<file path="src/rtl/xc_malu_mul_seq.sv">
// ---------------------------------------------------------------------------
// xc_malu_mul_seq
//
// Sequential controller for the MALU multiply datapath. It performs a
// 32-step shift-and-add multiply. Each cycle it does one step, using a
// 33-bit add/sub built from a 32-bit adder plus a separately formed top bit.
//
// Optional feature macro: XC_MALU_MUL_CLMUL_EN
//   defined   : op_clmul / op_clmulh select a carryless (XOR) accumulate.
//   undefined : carryless path not built. clmul ops still run for 33 cycles
//               and pulse ready, but they return result = 0.
//
// Ports
//   g_clk      in   1  clock, rising edge
//   g_reset    in   1  asynchronous reset, active-high
//   valid      in   1  operation request, sampled only in IDLE
//   flush      in   1  abort; next state IDLE and ready suppressed
//   rs1        in  32  multiplicand (latched on accept)
//   rs2        in  32  multiplier (loaded into argument shift register)
//   op_mul     in   1  low half of product
//   op_mulh    in   1  high half, signed x signed
//   op_mulhu   in   1  high half, unsigned x unsigned
//   op_mulhsu  in   1  high half, signed rs1 x unsigned rs2
//   op_clmul   in   1  low half of carryless product
//   op_clmulh  in   1  high half of carryless product
//   busy       out  1  high in RUN and DONE
//   ready      out  1  one-cycle result-valid pulse (in DONE, unless flushed)
//   result     out 32  selected product half, 0 whenever ready is low
//
// Handshake: a request is taken on a rising edge where the block is IDLE,
// valid=1 and flush=0. valid is ignored at all other times. The result is
// only valid in the single cycle where ready=1. There is no back-pressure
// from the consumer.
// ---------------------------------------------------------------------------
module xc_malu_mul_seq (
    input  logic        g_clk,
    input  logic        g_reset,
    input  logic        valid,
    input  logic        flush,
    input  logic [31:0] rs1,
    input  logic [31:0] rs2,
    input  logic        op_mul,
    input  logic        op_mulh,
    input  logic        op_mulhu,
    input  logic        op_mulhsu,
    input  logic        op_clmul,
    input  logic        op_clmulh,
    output logic        busy,
    output logic        ready,
    output logic [31:0] result
);

    localparam logic [1:0] ST_IDLE = 2'd0;
    localparam logic [1:0] ST_RUN  = 2'd1;
    localparam logic [1:0] ST_DONE = 2'd2;

    // Opcode bit positions inside op_q
    localparam int OP_MUL    = 0;
    localparam int OP_MULH   = 1;
    localparam int OP_MULHU  = 2;
    localparam int OP_MULHSU = 3;
    localparam int OP_CLMUL  = 4;
    localparam int OP_CLMULH = 5;

    logic [1:0]  state_q, state_d;
    logic [5:0]  cnt_q,   cnt_d;
    logic [63:0] acc_q,   acc_d;
    logic [31:0] arg_q,   arg_d;
    logic [31:0] rs1_q,   rs1_d;
    logic [5:0]  op_q,    op_d;

    // Operand-mode decode from the latched opcode
    logic lhs_sign;
    logic rhs_sign;
    logic carryless;
    logic sel_lo;
    logic sel_hi;
    logic op_ignored;

    always_comb begin
        lhs_sign = op_q[OP_MULH] | op_q[OP_MULHSU];
        rhs_sign = op_q[OP_MULH];
`ifdef XC_MALU_MUL_CLMUL_EN
        carryless  = op_q[OP_CLMUL] | op_q[OP_CLMULH];
        sel_lo     = op_q[OP_MUL] | op_q[OP_CLMUL];
        sel_hi     = op_q[OP_MULH] | op_q[OP_MULHU] | op_q[OP_MULHSU] | op_q[OP_CLMULH];
        op_ignored = 1'b0;
`else
        // Carryless ops still run the (plain add) sequence so timing is
        // identical, but their result is forced to zero.
        carryless  = 1'b0;
        sel_lo     = op_q[OP_MUL];
        sel_hi     = op_q[OP_MULH] | op_q[OP_MULHU] | op_q[OP_MULHSU];
        op_ignored = op_q[OP_CLMUL] | op_q[OP_CLMULH];
`endif
    end

    // One shift-and-add step
    logic [32:0] add_a;
    logic [32:0] add_b;
    logic        add_sub;
    logic [31:0] rhs_lo;
    logic [31:0] sum_lo;
    logic        carry_31;
    logic        sum_hi;
    logic [32:0] step_s;

    always_comb begin
        add_a   = {lhs_sign & acc_q[63], acc_q[63:32]};
        add_b   = arg_q[0] ? {lhs_sign & rs1_q[31], rs1_q} : 33'd0;
        // A signed multiplier's MSB has negative weight: subtract on the last
        // step. arg_q[0] holds the original rs2[31] when cnt_q is 31.
        add_sub = rhs_sign & (cnt_q == 6'd31) & arg_q[0] & (rs1_q != 32'd0);
        // 32-bit unit: a + (b ^ sub) + sub gives a - b when sub is set
        rhs_lo  = add_b[31:0] ^ {32{add_sub}};
        {carry_31, sum_lo} = {1'b0, add_a[31:0]} + {1'b0, rhs_lo} + {32'd0, add_sub};
        // Bit 32 of the 33-bit result, completing the sum from the carry out
        sum_hi  = add_a[32] ^ add_b[32] ^ add_sub ^ carry_31;
        if (carryless) begin
            step_s = {1'b0, add_a[31:0] ^ add_b[31:0]};
        end else begin
            step_s = {sum_hi, sum_lo};
        end
    end

    // Next-state logic
    always_comb begin
        state_d = state_q;
        cnt_d   = cnt_q;
        acc_d   = acc_q;
        arg_d   = arg_q;
        rs1_d   = rs1_q;
        op_d    = op_q;
        case (state_q)
            ST_IDLE: begin
                if (valid && !flush) begin
                    state_d = ST_RUN;
                    rs1_d   = rs1;
                    op_d    = {op_clmulh, op_clmul, op_mulhsu, op_mulhu, op_mulh, op_mul};
                    arg_d   = rs2;
                    acc_d   = 64'd0;
                    cnt_d   = 6'd0;
                end
            end
            ST_RUN: begin
                if (flush) begin
                    state_d = ST_IDLE;
                end else if (cnt_q == 6'd32) begin
                    state_d = ST_DONE;
                end else begin
                    acc_d = {step_s, acc_q[31:1]};
                    arg_d = {1'b0, arg_q[31:1]};
                    cnt_d = cnt_q + 6'd1;
                end
            end
            ST_DONE: begin
                state_d = ST_IDLE;
            end
            default: begin
                state_d = ST_IDLE;
            end
        endcase
    end

    always_ff @(posedge g_clk or posedge g_reset) begin
        if (g_reset) begin
            state_q <= ST_IDLE;
            cnt_q   <= 6'd0;
            acc_q   <= 64'd0;
            arg_q   <= 32'd0;
            rs1_q   <= 32'd0;
            op_q    <= 6'd0;
        end else begin
            state_q <= state_d;
            cnt_q   <= cnt_d;
            acc_q   <= acc_d;
            arg_q   <= arg_d;
            rs1_q   <= rs1_d;
            op_q    <= op_d;
        end
    end

    // Outputs are decoded from state so reset clears them immediately
    always_comb begin
        busy   = (state_q == ST_RUN) || (state_q == ST_DONE);
        ready  = (state_q == ST_DONE) && !flush;
        result = 32'd0;
        if (ready && !op_ignored) begin
            if (sel_lo) begin
                result = acc_q[31:0];
            end else if (sel_hi) begin
                result = acc_q[63:32];
            end
        end
    end

endmodule

</file>
<file path="config.mk">
export PLATFORM = sky130hd
export DESIGN_NAME = xc_malu_mul_seq
export DESIGN_NICKNAME = d
export VERILOG_FILES = /design/src/rtl/xc_malu_mul_seq.sv
export SDC_FILE = /design/constraint.sdc
export NUM_CORES = 1
export LEC_CHECK = 0
export ABC_AREA = 1
export CAP_MARGIN = 20
export CORE_MARGIN = 2
export CORE_UTILIZATION = 55
export DETAILED_ROUTE_END_ITERATION = 10
export GPL_TIMING_DRIVEN = 0
export PLACE_DENSITY_LB_ADDON = 0.12
export SYNTH_ARGS = -nofsm -noshare
export SYNTH_HDL_FRONTEND = slang
export SYNTH_SLANG_ARGS = --single-unit
</file>
<file path="constraint.sdc">
create_clock -name g_clk -period 9.05 [get_ports g_clk]
set_input_delay 2.2625 -clock g_clk [delete_from_list [all_inputs] [get_ports g_clk]]
set_output_delay 2.2625 -clock g_clk [all_outputs]
set_load 0.02 [all_outputs]
</file>
==> metrics.cfg, run 1 <==
[run_status]
status = complete, no violations

[yosys]
netlist_area_sq_mm = 0.008693
synth-seq-cells = 142
synth.top_cell.area_share = 0.4088
netlist_top_cells_area = dfrtp_1 41%, nand2_1 14%, inv_1 6.3%
avgSynthCellArea_sq_um = 7.456
ys_seq_area_frac = 0.4088
synth_cells = 1166
yosys.area.top_type = dfrtp_1
synth_cell_types = 40
synth_fp_nets = 1278
ys.warnings.count = 0

[place]
dp_cells = 1485
gp_congestion = 0.9462
portBuffers = 107
post-dp-hpwl_um = 18920

[floorplanning]
core_sq_mm = 0.01531
rows = 45
die_w_um = 129.7
dieArea_sq_mm = 0.01683
start_util = 0.5676
io_pins = 108
die_h_um = 129.7

[cells_and_area]
final_cell_mix = 316 x nand2_1, 145 x inv_1, 142 x dfrtp_1, 107 x clkdlybuf4s50_1, 90 x a21oi_1
layout-drive-gt1-share = 0.04594
multi_input_area_sq_mm = 0.004357
regArea_sq_mm = 0.003553
fin_nets = 1405
n_antenna_cell = 0
final_common_cell = nand2_1
fill_cells = 1323
area_growth_pct = 22.32
instances_no_fill = 1517

[sta]
slew_viol_final = 0
setup_violations = 0
slew_headroom = 0.5492
setup_tns_ns = 0
finClkSkew_ns = 0.01117
rsz0062_at_grt = no
final_hold_viol_count = 0
period_needed_ns = 6.841
period_share = 0.7559
tightest_slew_ns = 0.6763
max_freq_mhz = 146.2

[power]
p_sw_frac = 0.4454
seqPwrFrac = 0.328
p_comb_frac = 0.441
internal_power_mw = 1.654
p_leak_nw = 4.839
p_switching_mw = 1.328
p_per_area_mw_per_mm2 = 280.4
ir_drop_uv = 177.0
p_clk_frac = 0.231

[cts]
post_cts_buffers = 0
clock_sinks = 142
clockBufferDepth = 2
cts_buffers = 17
cts-resized-gates = 0
clk-insertion-delay-late_ns = 0.43
path_clk_slew_ns = 0.06
cts_hold_buf = 0
cts_max_level = 4
cts_tree = built
cts.root.buffer_cell = clkbuf_16

[global_routing]
grt-ovfl-total = 0
grt_first_pass_wirelength_um = 39170
grt_use_total = 0.3050
grt_max_degree = 83
antenna_found_initial = 0
first_global_vias = 7644

[detailed_routing]
route.met2.wl_um = 11360
route.met3.wl_um = 1692
wl_met1_um = 11140
ant_nets = 0
vias = 8335
drt_iter0_markers = 586
drc_errors = 0
wirelength_um = 24850
routed.top_layer = met5
vias_per_cell = 5.494
wl_per_cell_um = 16.38
first_pass_iters = 5

[job]
cap_violations = 0

[critical_path]
path_class = primary input to primary output
crit_fanout = 10
crit_path_start_kind = primary input
end_kind = primary output
required_ns = 6.79
reg2regPathDepth = 21
worst_ep_arrival_time_ns = 4.58
ff2ff_setup_slack_ns = 5.23

[min_path]
hold_path_depth = 2
holdCritPathClass = register to register

==> cells in the mapped netlist <==
cell type / n
buf_2: 11
clkbuf_1: 36
a21oi_2: 2
a21oi_1: 90
o31ai_1: 4
buf_1: 7
o21ai_2: 2
a211oi_1: 31
nand2_1: 316
nand3_1: 20
o221ai_1: 1
and3_1: 1
nand4_1: 2
nand2_2: 4
a21boi_1: 1
o311ai_0: 2
fa_1: 1
nor4_2: 2
a32o_1: 1
nor3_2: 2
o211ai_1: 32
o22ai_1: 32
dfrtp_1: 142
o21ai_1: 8
a31oi_1: 7
xnor2_1: 1
and2_1: 1
nor3_1: 6
nor3b_1: 1
nor2_1: 79
o21ai_0: 83
ha_1: 37
inv_1: 146
a21o_1: 7
clkinv_1: 2
xor2_1: 35
o21a_1: 6
or2_2: 1
inv_2: 3
o21bai_1: 1
==> cell type report <==
class,count,share of cell area
Multi-Input combinational cell,819,0.4097
Tap cell,211,0.02483
Clock buffer,19,0.04165
Buffer,54,0.02036
Clock inverter,13,0.01224
Timing Repair Buffer,108,0.1033
Inverter,151,0.05377
Sequential cell,142,0.3342
==> power by group through the flow <==
stage                     registers [mW]  logic [mW]  clock network [mW]
after floorplan                    0.929       0.941                   0
after global placement             0.982        1.26                   0
after detailed placement           0.983        1.29                   0
after CTS                          0.975        1.30               0.693
after global routing               0.995        1.48               0.723
final                              0.979        1.32               0.688
==> worst paths after layout <==
kind	start	to
min in group asynchronous	g_reset	acc_q[18]
max in group asynchronous	g_reset	op_q[3]
max	flush	result[26]
max reg2reg	rs1_q[23]	acc_q[51]
min	op_q[4]	op_q[4]
min reg2reg	op_q[4]	op_q[4]
==> routing by layer <==
| layer | track usage | vias up |
|---|---|---|
| met5 | 0.01765 | - |
| met4 | 0.09424 | 2 |
| met3 | 0.06068 | 46 |
| met2 | 0.4814 | 285 |
| met1 | 0.4258 | 3896 |
| li1 | - | 4106 |
==> worst max-delay path: stages <==
cell and delay (ns):
clkdlybuf4s50_1 0.47, nor2_1 0.19, nand2_1 0.23, buf_1 0.31, a211oi_1 0.44, clkdlybuf4s50_1 0.68
==> registers in the layout, indices dropped and copies added, names as in the netlist <==
signal / flops
state_q: 2
arg_q: 32
acc_q: 64
op_q: 6
cnt_q: 6
rs1_q: 32
==> through the flow <==
| step | total power, mW | hold slack (ns) | worst slack, ns | util | instance area, sq um |
|---|---|---|---|---|---|
| floorplan | 1.870 | 0.4426 | 2.978 | - | 8693 |
| global placement | 2.238 | 0.4565 | 0.9607 | 0.6548 | 10030 |
| detailed placement | 2.270 | 0.4596 | 2.313 | 0.6569 | 10060 |
| CTS | 2.967 | 0.4757 | 2.257 | 0.6944 | 10630 |
| global route | 3.197 | 0.5029 | 2.142 | 0.6944 | 10630 |
| finish | 2.982 | 0.4769 | 2.209 | 0.6944 | 10630 |
==> logic make-up (layout without fill, tap and decap cells) <==
| family | count (synthesis) | in the layout | share of synthesized area |
|---|---|---|---|
| simple gates | 435 | 435 | 0.1980 |
| compound gates | 310 | 310 | 0.2113 |
| buf+inv | 205 | 345 | 0.09010 |
| flops | 142 | 142 | 0.4088 |
| fa+ha+maj | 38 | 38 | 0.05556 |
| xor+xnor | 36 | 36 | 0.03627 |
Power figures use the tool's default switching activity.
==> run 2, diff against run 1 <==
--- a/config.mk
+++ b/config.mk
@@ -8,7 +8,7 @@
 export ABC_AREA = 1
 export CAP_MARGIN = 20
 export CORE_MARGIN = 2
-export CORE_UTILIZATION = 55
+export CORE_UTILIZATION = 51
 export DETAILED_ROUTE_END_ITERATION = 10
 export GPL_TIMING_DRIVEN = 0
 export PLACE_DENSITY_LB_ADDON = 0.12
==> constraint.sdc (replaced) <==
create_clock -name g_clk -period 5.8 [get_ports g_clk]
set_input_delay 1.45 -clock g_clk [delete_from_list [all_inputs] [get_ports g_clk]]
set_output_delay 1.45 -clock g_clk [all_outputs]
set_load 0.02 [all_outputs]
==> run 2 against run 1 <==
- total power increased by 58%
- setup slack got worse by 1.5 ns
- register-to-register slack worse by 3.3 ns
- combinational power rose by 55%
- core utilization fell by 5.3 points
- cell count increased by 0.59%
- hold slack gained 0.0029 ns
- via count fell by 0.53%
- cell area increased by 0.31%
==> metrics.cfg, run 2 (synthesis results as in run 1) <==
[run_status]
status = complete, no violations

[sta]
slew_viol_final = 0  ; unchanged
setup_violations = 0  ; unchanged
period_share = 0.8753
setup_tns_ns = 0  ; unchanged
final_hold_viol_count = 0  ; unchanged
period_needed_ns = 5.077
slew_headroom = 0.5461  ; -0.003024
whs_ns = 0.4798  ; +0.002865 ns
tightest_slew_ns = 0.6808  ; +0.004536 ns
max_freq_mhz = 197.0
finClkSkew_ns = 0.009423  ; -0.001747 ns
rsz0062_at_grt = no

[floorplanning]
start_util = 0.5224  ; -0.04528
die_w_um = 134.6  ; +3.7%
die_h_um = 134.6  ; +3.7%
core_sq_mm = 0.01664  ; +8.7%
dieArea_sq_mm = 0.01811  ; +7.6%
rows = 47  ; +4.4%
io_pins = 108  ; unchanged

[critical_path]
cp_slowest_cell = clkdlybuf4s50_1
crit_top_cell = clkdlybuf4s50_1
r2r_start = rs1_q[23]
worstPathCellList = clkdlybuf4s50_1 -> nor2_1 -> nand2_1 -> clkbuf_1 -> a211oi_1 -> clkdlybuf4s50_1
path_class = primary input to primary output
worst_ep_arrival_time_ns = 3.63  ; -0.95 ns
r2r_end = acc_q[63]
reg2regPathDepth = 20  ; -4.8%
crit_fanout = 10  ; unchanged
crit_path_start_kind = primary input
critical_path.max_stage_delay_ns = 0.68  ; about the same
end_kind = primary output
ff2ff_setup_slack_ns = 1.90  ; -3.33 ns
required_ns = 4.35  ; -2.44 ns

[detailed_routing]
wirelength_um = 25050  ; +0.80%
drc_errors = 0  ; unchanged
vias_per_cell = 5.433  ; -1.1%
first_pass_iters = 5  ; unchanged
vias = 8291  ; -0.53%
drt_iter0_markers = 648  ; +11%
wl_per_cell_um = 16.42  ; +0.20%
ant_nets = 0  ; unchanged

[power]
p_per_area_mw_per_mm2 = 442.0  ; +58%
p_comb_frac = 0.436  ; -0.005
seqPwrFrac = 0.325  ; -0.003
p_leak_nw = 4.851  ; +0.25%
internal_power_mw = 2.627  ; +59%
ir_drop_uv = 254.8  ; +44%
p_sw_frac = 0.4427  ; -0.002657
p_switching_mw = 2.087  ; +57%
p_clk_frac = 0.239  ; +0.008

[global_routing]
first_global_vias = 7776  ; +1.7%
grt_use_total = 0.2856  ; -0.01934
grt_first_pass_wirelength_um = 40280  ; +2.8%
grt_max_degree = 73  ; -12%
grt-ovfl-total = 0  ; unchanged
antenna_found_initial = 0  ; unchanged

[cells_and_area]
final_common_cell = nand2_1
regMostFlops = acc_q
fin_nets = 1405  ; unchanged
reg_top3 = acc_q: 64 flops, arg_q: 32 flops, rs1_q: 32 flops
n_antenna_cell = 0  ; unchanged
largest_reg_flops = 64  ; unchanged
final_cell_mix = 316 x nand2_1, 145 x inv_1, 142 x dfrtp_1, 107 x clkdlybuf4s50_1, 90 x a21oi_1
area_growth_pct = 22.70
fin_area_sq_mm = 0.01067  ; +0.31%
layout-drive-gt1-share = 0.04518  ; -0.0007657

[cts]
cts-resized-gates = 0  ; unchanged
post_cts_buffers = 0  ; unchanged
cts_tree = built
cts_buffers = 17  ; unchanged
clock_sinks = 142  ; unchanged
cts.root.buffer_cell = clkbuf_16
clk-insertion-delay-late_ns = 0.43  ; about the same
cts_hold_buf = 0  ; unchanged
path_clk_slew_ns = 0.06  ; about the same
cts_max_level = 4  ; unchanged
clockBufferDepth = 2  ; unchanged

[place]
portBuffers = 107  ; unchanged
post-dp-hpwl_um = 19250  ; +1.8%
gp_congestion = 0.9460  ; about the same
dpl_cell_area_sq_mm = 0.01007  ; +0.11%

[min_path]
holdCritPathClass = register to register
hold_path_depth = 2  ; unchanged
hp-start = op_q[4]
hold_end = op_q[4]

[job]
cap_violations = 0  ; unchanged

==> run 2: stage by stage <==
| stage | total power, mW | setup slack (ns) | cells | util |
|---|---|---|---|---|
| 2_1_floorplan | 2.918 | 0.5404 | 1166 | - |
| 3_3_place_gp | 3.516 | -1.517 | 1493 | 0.6033 |
| 3_5_place_dp | 3.560 | 0.7654 | 1494 | 0.6052 |
| 4_1_cts | 4.699 | 0.7415 | 1526 | 0.6409 |
| 5_1_grt | 5.080 | 0.5422 | 1526 | 0.6409 |
| 6_report | 4.714 | 0.7232 | 1526 | 0.6409 |
==> run 2: worst max-delay path, delay by kind of cell <==
family / cells / cell delay, ns
AO/OA/AOI/OAI: 1 / 0.33
buffers and inverters: 3 / 1.45
AND/OR/NAND/NOR: 2 / 0.40
==> run 2: how the worst max path moves through the flow <==
stage               slack [ns]  depth (start not counted)  startpoint    endpoint
floorplan                 0.54                          1     g_reset    acc_q[0]
global placement         -1.52                          2     g_reset   rs1_q[26]
detailed placement        0.77                          6       flush  result[22]
CTS                       0.74                          6       flush  result[29]
global route              0.54                          6       flush  result[10]
finish                    0.72                          6       flush   result[8]
==> run 2: cell type report <==
type	instances	area [sq um]
sequential	142	3553
clock buffer	20	446.7
multi-input combinational	819	4357
clock inverter	12	147.6
timing repair buffer	108	1099
buffer	54	216.5
fill	1506	5976
tap	220	275.3
inverter	151	571.8
==> run 2: routing by layer <==
metal	share of wire	global-route usage	up-vias
li1	-	-	4096
met1	0.46	0.4057	3857
met2	0.46	0.4467	300
met3	0.056	0.04917	38
met4	0.027	0.09298	0
met5	0	0	-
==> run 2: power groups by stage <==
stage                     sequential, mW  combinational (mW)  clock (mW)
after floorplan                     1.45                1.47           0
after global routing                1.56                2.34        1.17
after detailed placement            1.54                2.02           0
after global placement              1.53                1.98           0
after CTS                           1.53                2.04        1.13
final                               1.53                2.05        1.13
==> run 3, diff against run 2 <==
--- a/config.mk
+++ b/config.mk
@@ -5,7 +5,7 @@
 export SDC_FILE = /design/constraint.sdc
 export NUM_CORES = 1
 export LEC_CHECK = 0
-export ABC_AREA = 1
+export ABC_AREA = 0
 export CAP_MARGIN = 20
 export CORE_MARGIN = 2
 export CORE_UTILIZATION = 51
==> run 3 against run 2 <==
- synthesized cell count shrank 26%
- critical path depth is 8 higher
- total power decreased by 4.5%
- cell count is 21% lower
- highest routed layer unchanged
- largest power group unchanged
==> metrics.cfg, run 3 <==
[sta]
rsz0062_at_grt = no
finClkSkew_ns = 0.009235  ; -0.0001882 ns
period_needed_ns = 5.126  ; +0.04942 ns
layout_setup_ws_ns = 0.6738  ; -0.04942 ns
setup_violations = 0  ; unchanged
setup_tns_ns = 0  ; unchanged
period_share = 0.8838  ; +0.008521
final_hold_viol_count = 0  ; unchanged
max_freq_mhz = 195.1  ; -0.96%
slew_headroom = 0.2814  ; -0.2648
tightest_slew_ns = 1.068  ; +0.3873 ns
slew_viol_final = 0  ; unchanged

[detailed_routing]
vias = 6978  ; -16%
drt_iter0_markers = 508  ; -22%
wirelength_um = 21260  ; -15%
first_pass_iters = 5  ; unchanged
ant_nets = 0  ; unchanged
wl_per_cell_um = 17.52  ; +6.7%
drc_errors = 0  ; unchanged
vias_per_cell = 5.753  ; +5.9%

[cts]
cts.root.buffer_cell = clkbuf_16
cts_hold_buf = 0  ; unchanged
cts_buffers = 17  ; unchanged
clk-insertion-delay-late_ns = 0.43  ; about the same
clockBufferDepth = 2  ; unchanged
post_cts_buffers = 0  ; unchanged
cts_tree = built
cts_max_level = 4  ; unchanged
clock_sinks = 142  ; unchanged
path_clk_slew_ns = 0.06  ; about the same
cts-resized-gates = 0  ; unchanged

[cells_and_area]
regMostFlops = acc_q
final_cell_mix = 142 x dfrtp_1, 125 x nand2_1, 107 x clkdlybuf4s50_1, 74 x o21ai_0, 60 x nor2_1
reg_top3 = acc_q: 64 flops, arg_q: 32 flops, rs1_q: 32 flops
fill_cells = 1350  ; -10%
final_common_cell = dfrtp_1
multi_input_area_sq_mm = 0.004382  ; +0.57%
area_growth_pct = 24.31
finish.utilization = 0.6447  ; +0.003735
largest_reg_flops = 64  ; unchanged
n_antenna_cell = 0  ; unchanged
instances_no_fill = 1213  ; -21%
regArea_sq_mm = 0.003553  ; unchanged
fin_nets = 1098  ; -22%
layout-drive-gt1-share = 0.08526  ; +0.04008

[yosys]
synth_fp_nets = 970  ; -24%
netlist_top_cells_count = 142 x dfrtp_1, 125 x nand2_1, 74 x o21ai_0
synthArstFlopShare = 1.000  ; unchanged
avgSynthCellArea_sq_um = 9.566  ; +28%
netlist_top_cells_area = dfrtp_1 43%, nand2_1 5.7%, ha_1 5.6%
synth-seq-cells = 142  ; unchanged
yosys_most_used_dff = dfrtp_1
synth_cells = 858  ; -26%
yosys.area.top_type = dfrtp_1
ys.warnings.count = 0  ; unchanged
synth_cell_types = 55  ; +38%
yosysMostFrequentCell = dfrtp_1
ys_seq_area_frac = 0.4329  ; +0.02418
synth_edf_count = 0  ; unchanged
netlist_area_sq_mm = 0.008208  ; -5.6%
synth.top_cell.area_share = 0.4329  ; +0.02418

[min_path]
hold_end = arg_q[22]
hp-start = arg_q[22]
holdCritPathClass = register to register
hold_path_depth = 2  ; unchanged

[power]
p_per_area_mw_per_mm2 = 441.4  ; -0.12%
p_leak_nw = 4.307  ; -11%
p_sw_frac = 0.3844  ; -0.05833
p_clk_frac = 0.256  ; +0.017
seqPwrFrac = 0.353  ; +0.028
p_comb_frac = 0.391  ; -0.045
ir_drop_uv = 289.6  ; +14%
internal_power_mw = 2.773  ; +5.6%
p_switching_mw = 1.732  ; -17%

[critical_path]
worstPathCellList = nor4_1 -> nand4_1 -> o21ai_2 -> clkbuf_1 -> xor2_1 -> ha_1 -> a211oi_1 -> a21oi_1 -> a311oi_2 -> or4_1 -> a21oi_1 -> a211o_1 -> a21o_1 -> a221o_1
path_class = register to register
worst_ep_arrival_time_ns = 5.43  ; +1.80 ns
r2r_start = rs1_q[19]
crit_fanout = 10  ; unchanged
r2r_end = acc_q[59]
critical_path.max_stage_delay_ns = 0.67  ; about the same
crit_top_cell = a21oi_1
reg2regPathDepth = 14  ; -30%
required_ns = 6.10  ; +1.75 ns
crit_path_start_kind = register
end_kind = register
cp_slowest_cell = clkbuf_1
ff2ff_setup_slack_ns = 0.67  ; -1.23 ns

[floorplanning]
rows = 46  ; -2.1%
io_pins = 108  ; unchanged
start_util = 0.5186  ; -0.003790
core_sq_mm = 0.01583  ; -4.9%
dieArea_sq_mm = 0.01712  ; -5.4%
die_w_um = 130.9  ; -2.7%
die_h_um = 130.9  ; -2.7%

[run_status]
status = complete, no violations

[job]
cap_violations = 0  ; unchanged

[place]
gp_congestion = 0.9447  ; -0.14%
place_ws_ns = 0.7086  ; -0.05686 ns
post-dp-hpwl_um = 15140  ; -21%
dp_cells = 1183  ; -21%
portBuffers = 107  ; unchanged

[global_routing]
grt_max_degree = 90  ; +23%
first_global_vias = 6624  ; -15%
antenna_found_initial = 0  ; unchanged
grt_first_pass_wirelength_um = 34310  ; -15%
grt-ovfl-total = 0  ; unchanged
grt_use_total = 0.2595  ; -0.02616

-- run 3: cell count changes after synthesis, moves of 32 or more --
| cell | delta |
|---|---|
| a21oi_1 | -55 |
| a22oi_1 | +32 |
| nand2_1 | -191 |
| mux2_2 | +39 |
| a22o_1 | +34 |
| inv_1 | -126 |
-- run 3: logic make-up (layout without fill, tap and decap cells) --
group | Yosys count | in the layout | synth area share
AND/OR/NAND/NOR | 249 | 249 | 0.1326
AO/OA/AOI/OAI | 230 | 230 | 0.1881
flip-flops | 142 | 142 | 0.4329
multiplexers | 70 | 70 | 0.09131
buffers and inverters | 70 | 209 | 0.03323
XOR/XNOR | 59 | 59 | 0.06296
adder cells (fa/ha/maj) | 38 | 38 | 0.05884
-- run 3: area by class of cell --
class / count / area share
Buffer: 50 / 0.01937
Clock inverter: 5 / 0.01006
Clock buffer: 25 / 0.05052
Sequential cell: 142 / 0.3483
Timing Repair Buffer: 109 / 0.1080
Multi-Input combinational cell: 646 / 0.4294
Tap cell: 216 / 0.02649
Inverter: 20 / 0.007848
-- run 3: worst max-delay path: cells and delay by family, from the launching register on --
kind | cells | cell delay (ns)
AOI/OAI and AO/OA | 8 | 2.23
xor gates and xnor gates | 1 | 0.27
adders and majority gates | 1 | 0.31
buffers and inverters | 1 | 0.67
DFF | 1 | 0.44
and+or+nand+nor | 3 | 1.08
-- run 3: stage by stage --
stage	hold WS, ns	area, sq um	total power, mW
finish	0.4772	10200	4.504
global route	0.5003	10200	4.801
CTS	0.4827	10200	4.502
detailed placement	0.4699	9585	3.333
global placement	0.4620	9549	3.287
floorplan	0.4496	8208	2.827
-- run 3: per-layer routing --
layer	up-vias	part of all wire	routed length, um	GRT usage
met3	31	0.067	1434	0.06596
li1	3327	-	-	-
met4	0	0.017	354	0.06508
met1	3388	0.46	9702	0.3675
met5	-	0	0	0
met2	232	0.46	9765	0.4017
-- run 3: power by group through the flow --
stage	Clock, mW	Combinational [mW]	Sequential [mW]
after CTS	1.16	1.75	1.58
after global routing	1.21	1.97	1.63
after floorplan	0	1.32	1.50
after detailed placement	0	1.74	1.60
after global placement	0	1.70	1.59
final	1.15	1.76	1.59
-- run 3: how the worst max path moves through the flow --
stage	startpoint	to	slack, ns	depth (start not counted)
floorplan	g_reset	acc_q[0]	0.54	1
global placement	g_reset	rs1_q[6]	-1.51	2
detailed placement	rs1_q[19]	acc_q[59]	0.71	14
CTS	rs1_q[19]	acc_q[59]	0.69	14
global route	rs1_q[19]	acc_q[59]	0.25	14
finish	rs1_q[19]	acc_q[59]	0.67	14
==> edit 1 (flow settings as in run 2) <==
Build with the macro `XC_MALU_MUL_CLMUL_EN` defined.
--- a/src/rtl/xc_malu_mul_seq.sv
+++ b/src/rtl/xc_malu_mul_seq.sv
@@ -32,6 +32,8 @@
 // only valid in the single cycle where ready=1. There is no back-pressure
 // from the consumer.
 // ---------------------------------------------------------------------------
+`define XC_MALU_MUL_CLMUL_EN
+
 module xc_malu_mul_seq (
     input  logic        g_clk,
     input  logic        g_reset,
Check against the original RTL: no difference found for any inputs over 10 cycles, from zero or initial values and one cycle with g_reset high; that may be too few to reach the edited logic, so the function may still have changed.
==> edit 1 against run 2 <==
Design area is 4.7% higher. Total power is 20% higher. Area after synthesis is 6.0% higher. Routed wire length is 12% higher. Via count is 10% higher. Count of clock-buffer cells in the layout stayed put. Worst setup slack better by 0.0065 ns. Final cell count is 6.6% higher. Sequential cell count stayed put. Highest routed layer is now met5.
==> edit 1: results (changes against run 2) <==
| Metric | Value |
|---|---|
| H-tree levels | `4 (unchanged)` |
| Clk pin slew, worst setup/hold paths | `0.06 ns (about the same)` |
| Run status | `finished clean (unchanged)` |
| Met1 WL | `12,200 um (was 11,500 um)` |
| CP arrival | `3.62 ns (was 3.63 ns)` |
| Initial antenna violation count | `1 (was 0)` |
| CP max stage cell | `clkdlybuf4s50_1 (unchanged)` |
| Async S/R FF share, synth | `100% (unchanged)` |
| Worst R2R End | `acc_q[59] (was acc_q[63])` |
| Nets | `1,497 (was 1,405)` |
| Yosys cell types | `40 (unchanged)` |
| Detailed Routing Iterations Pass 1 | `7 (was 5)` |
| Syn Nets | `1,370 (was 1,278)` |
| Number of diodes | `0 (unchanged)` |
| Worst Setup EP | `result[21] (was result[8])` |
| Max stage delay on crit path | `0.68 ns (about the same)` |
| DP HPWL | `21,100 um (was 19,300 um)` |
| Clock Skew | `0.0117 ns (was 0.00942 ns)` |
| Largest cells by area after synthesis | `dfrtp_1, nand2_1, inv_1 (unchanged)` |
| Fill cells | `1,568 (was 1,506)` |
| Pre-CTS WS | `0.819 ns (was 0.765 ns)` |
| Met3 wire len | `2500 um (was 1400 um)` |
| Vias in the first global route | `8,671 (was 7,776)` |
| Worst vdd ir | `328 uV (was 255 uV)` |
| Met2 Usage GRT | `46.3% (was 44.7%)` |
| Syn avg cell area | `7.32 sq um (was 7.46 sq um)` |
| Worst R2R Path Depth | `22 (was 20)` |
| Largest registers | `acc_q: 64 flops, arg_q: 32 flops, rs1_q: 32 flops (unchanged)` |
| Slew margin rel. | `35.3% (was 54.6%)` |
| Top post-synthesis cells by count | `nand2_1, inv_1, dfrtp_1 (unchanged)` |
| Grt met1 use | `40.3% (was 40.6%)` |
| Post-placement cell count | `1,595 (was 1,494)` |
| GRT met3 Usage | `6.55% (was 4.92%)` |
| Min-delay src | `op_q[2] (was op_q[4])` |
| P_leak | `0.00503 uW (was 0.00485 uW)` |
| Share of cells above drive strength 1 | `4.08% (was 4.52%)` |
| Largest net degree at the start of global routing | `76 (was 73)` |
| Hold path endpoint | `op_q[2] (was op_q[4])` |
| First-pass GRT wire length | `44,800 um (was 40,300 um)` |
| First DRT Iteration DRCs | `890 (was 648)` |
| PnR worst setup slack | `0.730 ns (was 0.723 ns)` |
| Highest Signal Layer | `met5 (was met4)` |
| YS warnings | `0 (unchanged)` |
| Metal2 WL | `12,600 um (was 11,500 um)` |
| RR Startpoint | `rs1_q[5] (was rs1_q[23])` |
| CTS Buf Count | `17 (unchanged)` |
| Post-synthesis sequential area ratio | `38.6% (was 40.9%)` |
| GP Congestion | `0.971 (was 0.946)` |
| WL/cell | `17.3 um (was 16.4 um)` |
| R2r setup slk | `1.74 ns (was 1.90 ns)` |
| Worst setup startpoint | `flush (unchanged)` |
| Routed vias/inst | `5.63 (was 5.43)` |
| Total number of vias | `9,160 (was 8,291)` |
| Total track usage | `29.6% (was 28.6%)` |
==> edit 1: cell count changes after synthesis, sizes merged, moves of 4 or more <==
cell    before  now
inv        149  159
xnor2        1    6
o21a         6    1
nor2        79   84
o21ai       93  105
a31oi        7   16
or2          1    6
nand3       20   37
a21oi       92  104
o211ai      32   36
clkbuf      36   46
xor2        35   44
o31ai        4    0
==> edit 1: per-stage QoR <==
step | total power [uW] | hold WS, ns | area, sq um | util (%) | TNS (ns)
5_1_grt | 6070 | 0.502 | 11200 | 62.6 | 0
6_report | 5660 | 0.479 | 11200 | 62.6 | 0
2_1_floorplan | 3620 | 0.448 | 9210 | - | 0
3_3_place_gp | 4470 | 0.466 | 10600 | 59.2 | -211.82
4_1_cts | 5610 | 0.484 | 11200 | 62.6 | 0
3_5_place_dp | 4520 | 0.467 | 10600 | 59.4 | 0
==> edit 1: layout make-up <==
| class | instances | share of cell area (%) |
|---|---|---|
| buffer | 61 | 2.09 |
| clock buffer | 20 | 4.09 |
| clock inverter | 12 | 0.997 |
| inverter | 159 | 5.39 |
| multi-input combinational | 896 | 43.2 |
| sequential | 142 | 31.8 |
| tap | 229 | 2.56 |
| timing repair buffer | 108 | 9.83 |
==> edit 1: power breakdown <==
part | internal (uW) | switching (uW) | leakage [uW]
clock | 614 | 457 | 0.000273
sequential | 1350 | 318 | 0.00185
combinational | 944 | 1980 | 0.00291
==> edit 1: kinds of logic (layout without fill, tap and decap cells) <==
family,after synthesis,count (layout),share of synthesized area [%]
fa+ha+maj,38,38,5.24
simple gates,460,460,20.0
buf+inv,220,360,9.02
xor+xnor,50,50,4.75
compound gates,348,348,22.4
flops,142,142,38.6
==> edit 2 (config.mk and constraints of run 2) <==
Without the edit above. `rs1_q` and `op_q` no longer have a reset.
--- a/src/rtl/xc_malu_mul_seq.sv
+++ b/src/rtl/xc_malu_mul_seq.sv
@@ -168,16 +168,17 @@
             cnt_q   <= 6'd0;
             acc_q   <= 64'd0;
             arg_q   <= 32'd0;
-            rs1_q   <= 32'd0;
-            op_q    <= 6'd0;
         end else begin
             state_q <= state_d;
             cnt_q   <= cnt_d;
             acc_q   <= acc_d;
             arg_q   <= arg_d;
-            rs1_q   <= rs1_d;
-            op_q    <= op_d;
         end
+    end
+
+    always_ff @(posedge g_clk) begin
+        rs1_q <= rs1_d;
+        op_q  <= op_d;
     end
 
     // Outputs are decoded from state so reset clears them immediately
Check against the original RTL: same outputs for any inputs over 10 cycles, from zero or initial values and one cycle with g_reset high; that may be too few to reach the edited logic, so the function may still have changed.
==> edit 2 against run 2 <==
Worst setup slack lost 0.0046 ns. Total power decreased by 1.0%. Count of clock-buffer cells in the layout up 3. Largest power group unchanged. Critical path type unchanged. Critical endpoint is now result[20]. Area after synthesis shrank 2.8%. Sequential cell count is the same. Routed wire length is 5.1% lower. Clock skew shrank 0.0016 ns. Design area shrank 1.7%.
==> edit 2: results (changes against run 2) <==
| Metric | Value |
|---|---|
| Run status | `finished clean (unchanged)` |
| Multi-input logic area | `4070 sq um (was 4360 sq um)` |
| Slew @ Worst Pin | `0.727 ns (was 0.681 ns)` |
| Vias in the first global route | `7,570 (was 7,776)` |
| Fill cells | `1,456 (was 1,506)` |
| Grt met1 use | `37.6% (was 40.6%)` |
| Mapped cell area | `8450 sq um (was 8690 sq um)` |
| GP Congestion | `0.917 (was 0.946)` |
| WL/cell | `16.7 um (was 16.4 um)` |
| Number of synthesized flops with an enable pin | `38 (was 0)` |
| GRT met3 Usage | `6.05% (was 4.92%)` |
| Post-synthesis sequential area ratio | `44.3% (was 40.9%)` |
| Clock Skew | `0.00782 ns (was 0.00942 ns)` |
| Min-delay src | `acc_q[0] (was op_q[4])` |
| Worst hold path cell count | `2 (unchanged)` |
| Detailed Routing Iterations Pass 1 | `7 (was 5)` |
| WHS | `0.492 ns (was 0.480 ns)` |
| GR peak layer | `met2 (unchanged)` |
| Pre-CTS WS | `0.749 ns (was 0.765 ns)` |
| Inverters | `120 (was 151)` |
| P_leak | `0.00447 uW (was 0.00485 uW)` |
| Final wirelength | `23,800 um (was 25,100 um)` |
| Largest cells by area after synthesis | `dfrtp_1, edfxtp_1, nand2_1 (was dfrtp_1, nand2_1, inv_1)` |
| Worst R2R Path Depth | `24 (was 20)` |
| Clock buffer cells | `23 (was 20)` |
| Metal2 WL | `11,200 um (was 11,500 um)` |
| Buffering overhead | `12.6% (was 12.3%)` |
| Async S/R FF share, synth | `73.2% (was 100%)` |
| Share of cells above drive strength 1 | `4.48% (was 4.52%)` |
| RR Startpoint | `rs1_q[24] (was rs1_q[23])` |
| Hold path endpoint | `acc_q[0] (was op_q[4])` |
| Worst R2R End | `acc_q[57] (was acc_q[63])` |
| ClkCell Share | `5.95% (was 5.57%)` |
| Met1 WL | `10,900 um (was 11,500 um)` |
| Multi-input gates | `751 (was 819)` |
| Worst Setup EP | `result[20] (was result[8])` |
| Syn avg cell area | `7.94 sq um (was 7.46 sq um)` |
| Yosys cell types | `37 (was 40)` |
| Area growth syn-to-layout | `24.0% (was 22.7%)` |
| Largest net degree at the start of global routing | `54 (was 73)` |
| R2r setup slk | `2.08 ns (was 1.90 ns)` |
| Met3 wire len | `1060 um (was 1400 um)` |
| Register area | `3740 sq um (was 3550 sq um)` |
| Post-CTS Resized | `0 (unchanged)` |
| DP HPWL | `18,000 um (was 19,300 um)` |
| Met2 Usage GRT | `44.6% (was 44.7%)` |
| First DRT Iteration DRCs | `646 (was 648)` |
| First-pass GRT wire length | `38,300 um (was 40,300 um)` |
| Nets | `1,304 (was 1,405)` |
| Total track usage | `27.9% (was 28.6%)` |
| Sw Ratio | `43.5% (was 44.3%)` |
| Syn Nets | `1,176 (was 1,278)` |
| Placement Cell Area | `9860 sq um (was 10,100 sq um)` |
| Fmax | `0.197 GHz (about the same)` |
edit 2: cell count changes after synthesis, moves of 4 or more:
cell / run 2 / this run
nand2_1: 316 / 229
dfrtp_1: 142 / 104
edfxtp_1: 0 / 38
nand3_1: 20 / 54
o22ai_1: 32 / 2
inv_1: 146 / 119
o21ai_0: 83 / 106
nor2_1: 79 / 74
a31oi_1: 7 / 3
nor3_1: 6 / 10
xor2_1: 35 / 31
edit 2: cells by family (layout without fill, tap and decap cells):
logic type               Yosys count  after routing  share of synthesized area, %
buffers and inverters            171            312                          7.71
flip-flops                       142            142                          44.3
AND/OR/NAND/NOR                  384            384                          18.6
XOR/XNOR                          34             34                          3.52
adder cells (fa/ha/maj)           38             38                          5.71
AO/OA/AOI/OAI                    295            295                          20.2
edit 2: power by group through the flow:
stage,Clock [uW],Sequential (uW),Combinational (uW)
global route,1210,1490,2300
global placement,0,1480,1970
floorplan,0,1410,1430
CTS,1170,1460,2030
finish,1160,1460,2040
detailed placement,0,1480,2010
